==> src/rtl/instruction_fetch.sv <==
// instruction_fetch
//
// Fetch stage of a five-stage pipeline, plus the IF/ID pipeline register and
// a small run-control FSM (IDLE -> RUN -> HALT).
//
// Ports
//   clk         rising-edge system clock
//   reset       synchronous, active-high; returns to IDLE with PC = 0
//   start       level; leaves IDLE for RUN on the next edge
//   StallF      hazard unit: hold the fetch PC
//   StallD      hazard unit: hold the IF/ID register
//   PCSrcD      branch taken (resolved in decode)
//   PCBranchD   branch target; the low two bits are dropped
//   ImemRdata   instruction word, combinational read of ImemAddr
//   ImemAddr    current fetch PC
//   InstrD      IF/ID instruction word
//   PCPlus4D    IF/ID copy of the fetch PC + 4
//   inicio      high outside RUN; forces the control unit to all-zero outputs
//   running     high in RUN
//   halted      high in HALT
//   InstrCount  number of instructions captured into IF/ID (wraps)
module instruction_fetch (
  input  logic        clk,
  input  logic        reset,
  input  logic        start,
  input  logic        StallF,
  input  logic        StallD,
  input  logic        PCSrcD,
  input  logic [31:0] PCBranchD,
  input  logic [31:0] ImemRdata,
  output logic [31:0] ImemAddr,
  output logic [31:0] InstrD,
  output logic [31:0] PCPlus4D,
  output logic        inicio,
  output logic        running,
  output logic        halted,
  output logic [31:0] InstrCount
);

  typedef enum logic [1:0] {
    IDLE = 2'd0,
    RUN  = 2'd1,
    HALT = 2'd2
  } state_t;

  localparam logic [5:0] FINISH_OP = 6'b111110;

  state_t      state;
  logic [31:0] pcf;
  logic [31:0] pcplus4f;
  logic        flush;
  logic        capture;
  logic        finish;

  // PC + 4 wraps naturally at 2^32, so 0xFFFFFFFC rolls over to 0.
  assign pcplus4f = pcf + 32'd4;

  // A taken branch only flushes when the fetch stage is actually moving;
  // a stalled fetch ignores the branch for that cycle.
  assign flush   = PCSrcD && !StallF;
  assign capture = !flush && !StallD;
  assign finish  = (ImemRdata[31:26] == FINISH_OP);

  // Run-control FSM, fetch PC, IF/ID register and instruction counter.
  // Only a real capture into IF/ID counts an instruction or can halt, so a
  // FINISH word that is flushed or held back by StallD has no effect.
  always_ff @(posedge clk) begin
    if (reset) begin
      state      <= IDLE;
      pcf        <= 32'd0;
      InstrD     <= 32'd0;
      PCPlus4D   <= 32'd0;
      InstrCount <= 32'd0;
    end else begin
      case (state)
        IDLE: begin
          InstrD   <= 32'd0;
          PCPlus4D <= 32'd0;
          if (start) begin
            state <= RUN;
          end
        end

        RUN: begin
          if (!StallF) begin
            pcf <= PCSrcD ? {PCBranchD[31:2], 2'b00} : pcplus4f;
          end
          if (flush) begin
            InstrD   <= 32'd0;
            PCPlus4D <= 32'd0;
          end else if (capture) begin
            InstrD     <= ImemRdata;
            PCPlus4D   <= pcplus4f;
            InstrCount <= InstrCount + 32'd1;
            if (finish) begin
              state <= HALT;
            end
          end
        end

        HALT: begin
          InstrD   <= 32'd0;
          PCPlus4D <= 32'd0;
        end

        default: begin
          state <= IDLE;
        end
      endcase
    end
  end

  // Status outputs decode the registered state directly, with no extra delay.
  assign ImemAddr = pcf;
  assign inicio   = (state != RUN);
  assign running  = (state == RUN);
  assign halted   = (state == HALT);

endmodule

==> config.mk <==
export PLATFORM = sky130hd
export DESIGN_NAME = instruction_fetch
export DESIGN_NICKNAME = d
export VERILOG_FILES = /design/src/rtl/instruction_fetch.sv
export SDC_FILE = /design/constraint.sdc
export NUM_CORES = 1
export LEC_CHECK = 0
export ABC_AREA = 1
export BUFFER_PORTS_ARGS = -buffer_cell sky130_fd_sc_hd__buf_2
export CORE_ASPECT_RATIO = 0.6
export CORE_MARGIN = 3
export CORE_UTILIZATION = 25
export CTS_CLUSTER_DIAMETER = 40
export DETAILED_ROUTE_END_ITERATION = 10
export PLACE_DENSITY = 0.48
export SLEW_MARGIN = 25
export SYNTH_ARGS = -nofsm -noshare
export SYNTH_HDL_FRONTEND = slang
export SYNTH_SLANG_ARGS = --single-unit
==> constraint.sdc <==
create_clock -name clk -period 1.35 [get_ports clk]
set_clock_uncertainty 0.05 [all_clocks]
set_input_delay 0.2025 -clock clk [delete_from_list [all_inputs] [get_ports clk]]
set_output_delay 0.2025 -clock clk [all_outputs]
set_load 0.01 [all_outputs]
[Word-level counts from Yosys, hierarchy flattened]
Cells that the tools add are included.
Cells by class
  reductions and logical operators: 12
  equality and inequality tests: 9
  $add $sub $neg: 2
  muxes and demuxes: 12
  bitwise gates (word level): 3
Operator list (count)
  $mux 32: 5
  $pmux 32 s2: 2
  $add 32x1->32 const B: 1
  $add 32x3->32 const B: 1
  $mux 2: 4
  $eq 6x6->1 const B: 1
  $ne 2x1->1 const B: 3
  $pmux 2 s3: 1
  $reduce_and 5->1: 1
  $ne 2x2->1 const B: 2
  $reduce_and 2->1: 2
  $logic_not 1->1: 3
  $ne 3x1->1 const B: 1
  $not 1->1: 3
  $reduce_and 3->1: 1
  $eq 2x1->1 const B: 1
  $eq 2x2->1 const B: 1
  $logic_and 1x1->1: 2
  $logic_not 2->1: 1
  $reduce_bool 2->1: 1
  $reduce_or 2->1: 1
Storage, ports and cells
  logic and storage cells: 43
  register bits after elaboration: 130
  input port bits: 70
  output and inout bits: 131

[Logic depth before layout (Yosys ltp)]
  depth after elaboration: 7
  depth in mapped cells: 10
  mapped depth without buffers: 10

[Least setup slack after synthesis]
OpenSTA, ideal clock, no wires.
  kind: flip-flop to flip-flop
  start point: register pcf[2] (netlist: ImemAddr[2])
  end point: register pcf[18] (netlist: ImemAddr[18])
  cell stages (with the launch flop): 9
  arrival time: 1.453 ns
  data required time: 1.230 ns
  setup time: 0.070 ns
  setup slack: -0.223 ns
  path buffers: 0
  clock period less this slack: 1.573 ns
  cells stage by stage: dfxtp_1 > ha_1 > nand2_1 > nor2_2 > nand2_2 > nor2_4 > xor2_1 > nand2_1 > a21oi_1
Between the ends
  cells in the longest elaborated chain, start to end: 2
RTL lines
  from (decl): line 49  | logic [31:0] pcf;
  from (signal assigned): line 86  | pcf <= PCSrcD ? {PCBranchD[31:2], 2'b00} : pcplus4f;
  $add 32x3->32: line 56  | assign pcplus4f = pcf + 32'd4;
  $mux 32: line 86
No other way between the ends.
A chain may end at the register's enable or synchronous reset.

[Final worst setup path]
  start point: register state[1]
  end point: register InstrCount[23]
Between the ends
  cells in the longest elaborated chain, start to end: 2
RTL lines
  from (decl): line 48  | state_t state;
  from (signal assigned): line 69  | state <= IDLE;
  from (signal assigned): line 80  | state <= RUN;
  from (signal assigned): line 96  | state <= HALT;
  $eq 2x1->1: line 75  | case (state)
  $reduce_and 3->1 (no source line)
  to (signal assigned): line 94  | InstrCount <= InstrCount + 32'd1;
  to (decl): line 37  | output logic [31:0] InstrCount
No other way between the ends.

==> impl_metrics.env <==
export IMPL_htree_levels=4
export IMPL_utilization=0.479
export IMPL_status="finished, violations left"
export IMPL_hold_path_class="in2reg"
export IMPL_setup_tns_final_ps=-11590
export IMPL_setup_viol=119
export IMPL_mostFrequentLayoutCell="nand2_1"
export IMPL_worst_r2r_endpoint="InstrCount[23]$_SDFFE_PP0P_"
export IMPL_finalMaxSlewViolations=0
export IMPL_period_needed_ps=1570
export IMPL_period_share=1.16
export IMPL_cp_required_ps=1620
export IMPL_power_density_nw_per_um2=894
export IMPL_grt_setup_unrepaired="yes"
export IMPL_drtAntennaViolNets=0
export IMPL_antenna_found_initial=0
export IMPL_area_delta_synth_final_pct=86.8
export IMPL_drc_errors=0
export IMPL_coreArea_um2=24400
export IMPL_fin_area_um2=11700
export IMPL_dieHeight_um=128
export IMPL_num_antenna_cells=0
export IMPL_post_route_cells_drive_above_1_share=0.495
export IMPL_critical_path_max_fanout=8
export IMPL_relSlewSlack=0.584
export IMPL_num_nets_final=1440
export IMPL_synthTopCellsByArea="dfxtp_1, nand2_1, a21oi_1"
export IMPL_grt_pass1_wl_um=41800
export IMPL_start_util=0.256
export IMPL_crit_arrival_ps=1840
export IMPL_die_x_um=210
export IMPL_violations="setup timing"
export IMPL_dieArea_um2=27000
export IMPL_holdWs_ps=12.9
export IMPL_clock_fmax_mhz=636
export IMPL_final_cell_mix="nand2_1, buf_2, buf_4"
export IMPL_worstSkewPairLatency_ps=440
export IMPL_netlist_area_um2=6250
export IMPL_clk_pin_slew_ps=60
export IMPL_ys_ff_latch=127
export IMPL_yosysTopAreaCellShare=0.407
export IMPL_r2r_slack_ps=-220
export IMPL_routed_via_density=4.64
export IMPL_io_pins=201
export IMPL_seq_area_frac_synth=0.407
export IMPL_peakVddDrop_mv=0.789
export IMPL_yosys_warnings=0
export IMPL_startpoint="state[1]$_SDFFE_PP0P_"
export IMPL_maxCapViolations=0
export IMPL_worstSetupPathType="reg2reg"
export IMPL_std_cell_rows=44
export IMPL_grt_pass1_vias=7225
export IMPL_finalPower_w=0.0104
export IMPL_grt_usage=0.200
export IMPL_vias=7898
export IMPL_synth_top_cell_by_area="dfxtp_1"
export IMPL_clock_sinks=127
export IMPL_overflow=0
export IMPL_r2r_start="state[1]$_SDFFE_PP0P_"
export IMPL_numPortBuffers=196
export IMPL_wl_per_cell_um=16.8
export IMPL_layout_setup_ws_ps=-222
export IMPL_syn_area_per_cell_um2=6.54
export IMPL_finalWeightedCongestion=0.860
export IMPL_ys_types=29
export IMPL_clockBufferDepth=2
export IMPL_tritoncts="yes"
export IMPL_postPlaceCellArea_um2=8790
export IMPL_initialDrtViolationCount=463
export IMPL_drt_pass1_iterations=5
export IMPL_cts_buffers=17
export IMPL_setup_worst_path_end="InstrCount[23]$_SDFFE_PP0P_"
export IMPL_wirelength_um=28600
export IMPL_critPathLaunchType="flop"
export IMPL_synthCells=955
export IMPL_p_leak_nw=5.11
export IMPL_hpwl_um=18800
export IMPL_grt_max_degree=47
export IMPL_tightest_slew_ps=625
export IMPL_cp_end_kind="flop"
export IMPL_root_buffer="clkbuf_16"
export IMPL_hold_viol=0
export IMPL_r2r_cells=9
-- cells by family after synthesis --
kind of cell | Yosys count | synth area share
adder cells (fa/ha/maj) | 2 | 0.00400
AO/OA/AOI/OAI | 178 | 0.143
XOR/XNOR | 17 | 0.0238
flip-flops | 127 | 0.407
AND/OR/NAND/NOR | 527 | 0.351
buffers and inverters | 103 | 0.0699
other | 1 | 0.000600
-- cell usage after synthesis --
cell,count
conb_1,1
nand4_1,12
clkbuf_1,24
nor3_2,1
buf_2,7
ha_1,2
or2_2,1
buf_1,1
clkinv_1,1
dfxtp_1,127
a211oi_1,1
xnor2_1,5
a31oi_1,2
buf_4,11
nand3_1,35
nand3b_1,7
xor2_1,12
inv_2,2
nor2_2,8
nor2_1,107
nand2_1,337
nand2_2,3
inv_1,57
a21oi_1,137
o21ai_0,38
nor2_4,8
and2_1,2
nor3_1,3
nor3b_1,3
-- where the power goes --
| part | total (W) | internal (W) | switching, W |
|---|---|---|---|
| clock | 0.00498 | 0.00306 | 0.00192 |
| sequential | 0.00392 | 0.00384 | 0.0000833 |
| combinational | 0.00154 | 0.000760 | 0.000775 |
| total | 0.0104 | 0.00766 | 0.00277 |
-- how the worst min path moves through the flow --
| stage | slack [ps] | cells past startpoint | from | endpoint |
|---|---|---|---|---|
| 2_1_floorplan | 300 | 2 | ImemRdata[0] | InstrD[0]$_SDFFE_PP0P_ |
| 6_report | 10 | 3 | PCBranchD[9] | ImemAddr[9]$_SDFFE_PP0P_ |
| 3_5_place_dp | 400 | 2 | InstrD[1]$_SDFFE_PP0P_ | InstrD[1]$_SDFFE_PP0P_ |
| 3_3_place_gp | 390 | 2 | InstrD[25]$_SDFFE_PP0P_ | InstrD[25]$_SDFFE_PP0P_ |
| 5_1_grt | 20 | 3 | PCBranchD[9] | ImemAddr[9]$_SDFFE_PP0P_ |
| 4_1_cts | 1 | 3 | PCBranchD[6] | ImemAddr[6]$_SDFFE_PP0P_ |
-- what timing repair did --
action	in CTS	in global routing
gates resized for setup	168	186
hold buffers	39	0
cloned	8	8
endpoints found under the setup margin	136	152
setup buffers	24	17
pin swaps	63	64
hold endpoints to repair	40	0
-- flip-flops by register name, indices dropped and copies added (netlist names) --
register	count
ImemAddr	30
InstrD	32
state	2
InstrCount	32
PCPlus4D	31
-- layout make-up --
type	count	area [um2]
well taps	322	403
flip-flops and latches	127	2630
multi-input cells	726	4190
clock buffers	20	467
repair inverters	2	15.0
clock inverters	12	158
fillers	2415	12700
repair buffers	434	3550
inverters	60	258
-- metrics by stage --
| stage | setup slack [ps] | cells |
|---|---|---|
| floorplan | -70.2 | 956 |
| global placement | -194 | 1580 |
| detailed placement | -213 | 1580 |
| CTS | -165 | 1680 |
| global route | -328 | 1703 |
| finish | -222 | 1703 |
-- worst max-delay path, cell delays in order, from the launching register on --
cell     delay [ps]
dfxtp_2         330
inv_2            80
nand2_4          80
nor2_4          160
buf_12          150
nand2_4          50
nor2_4          270
nand4_1         140
nand2_1         100
nor2_1           40
-- layer usage --
metal	track usage	wire [um]
met3	0.0414	1870
met4	0.0432	311
met5	0	0
met2	0.280	11700
met1	0.312	14700
(Power assumes the default switching activity.)
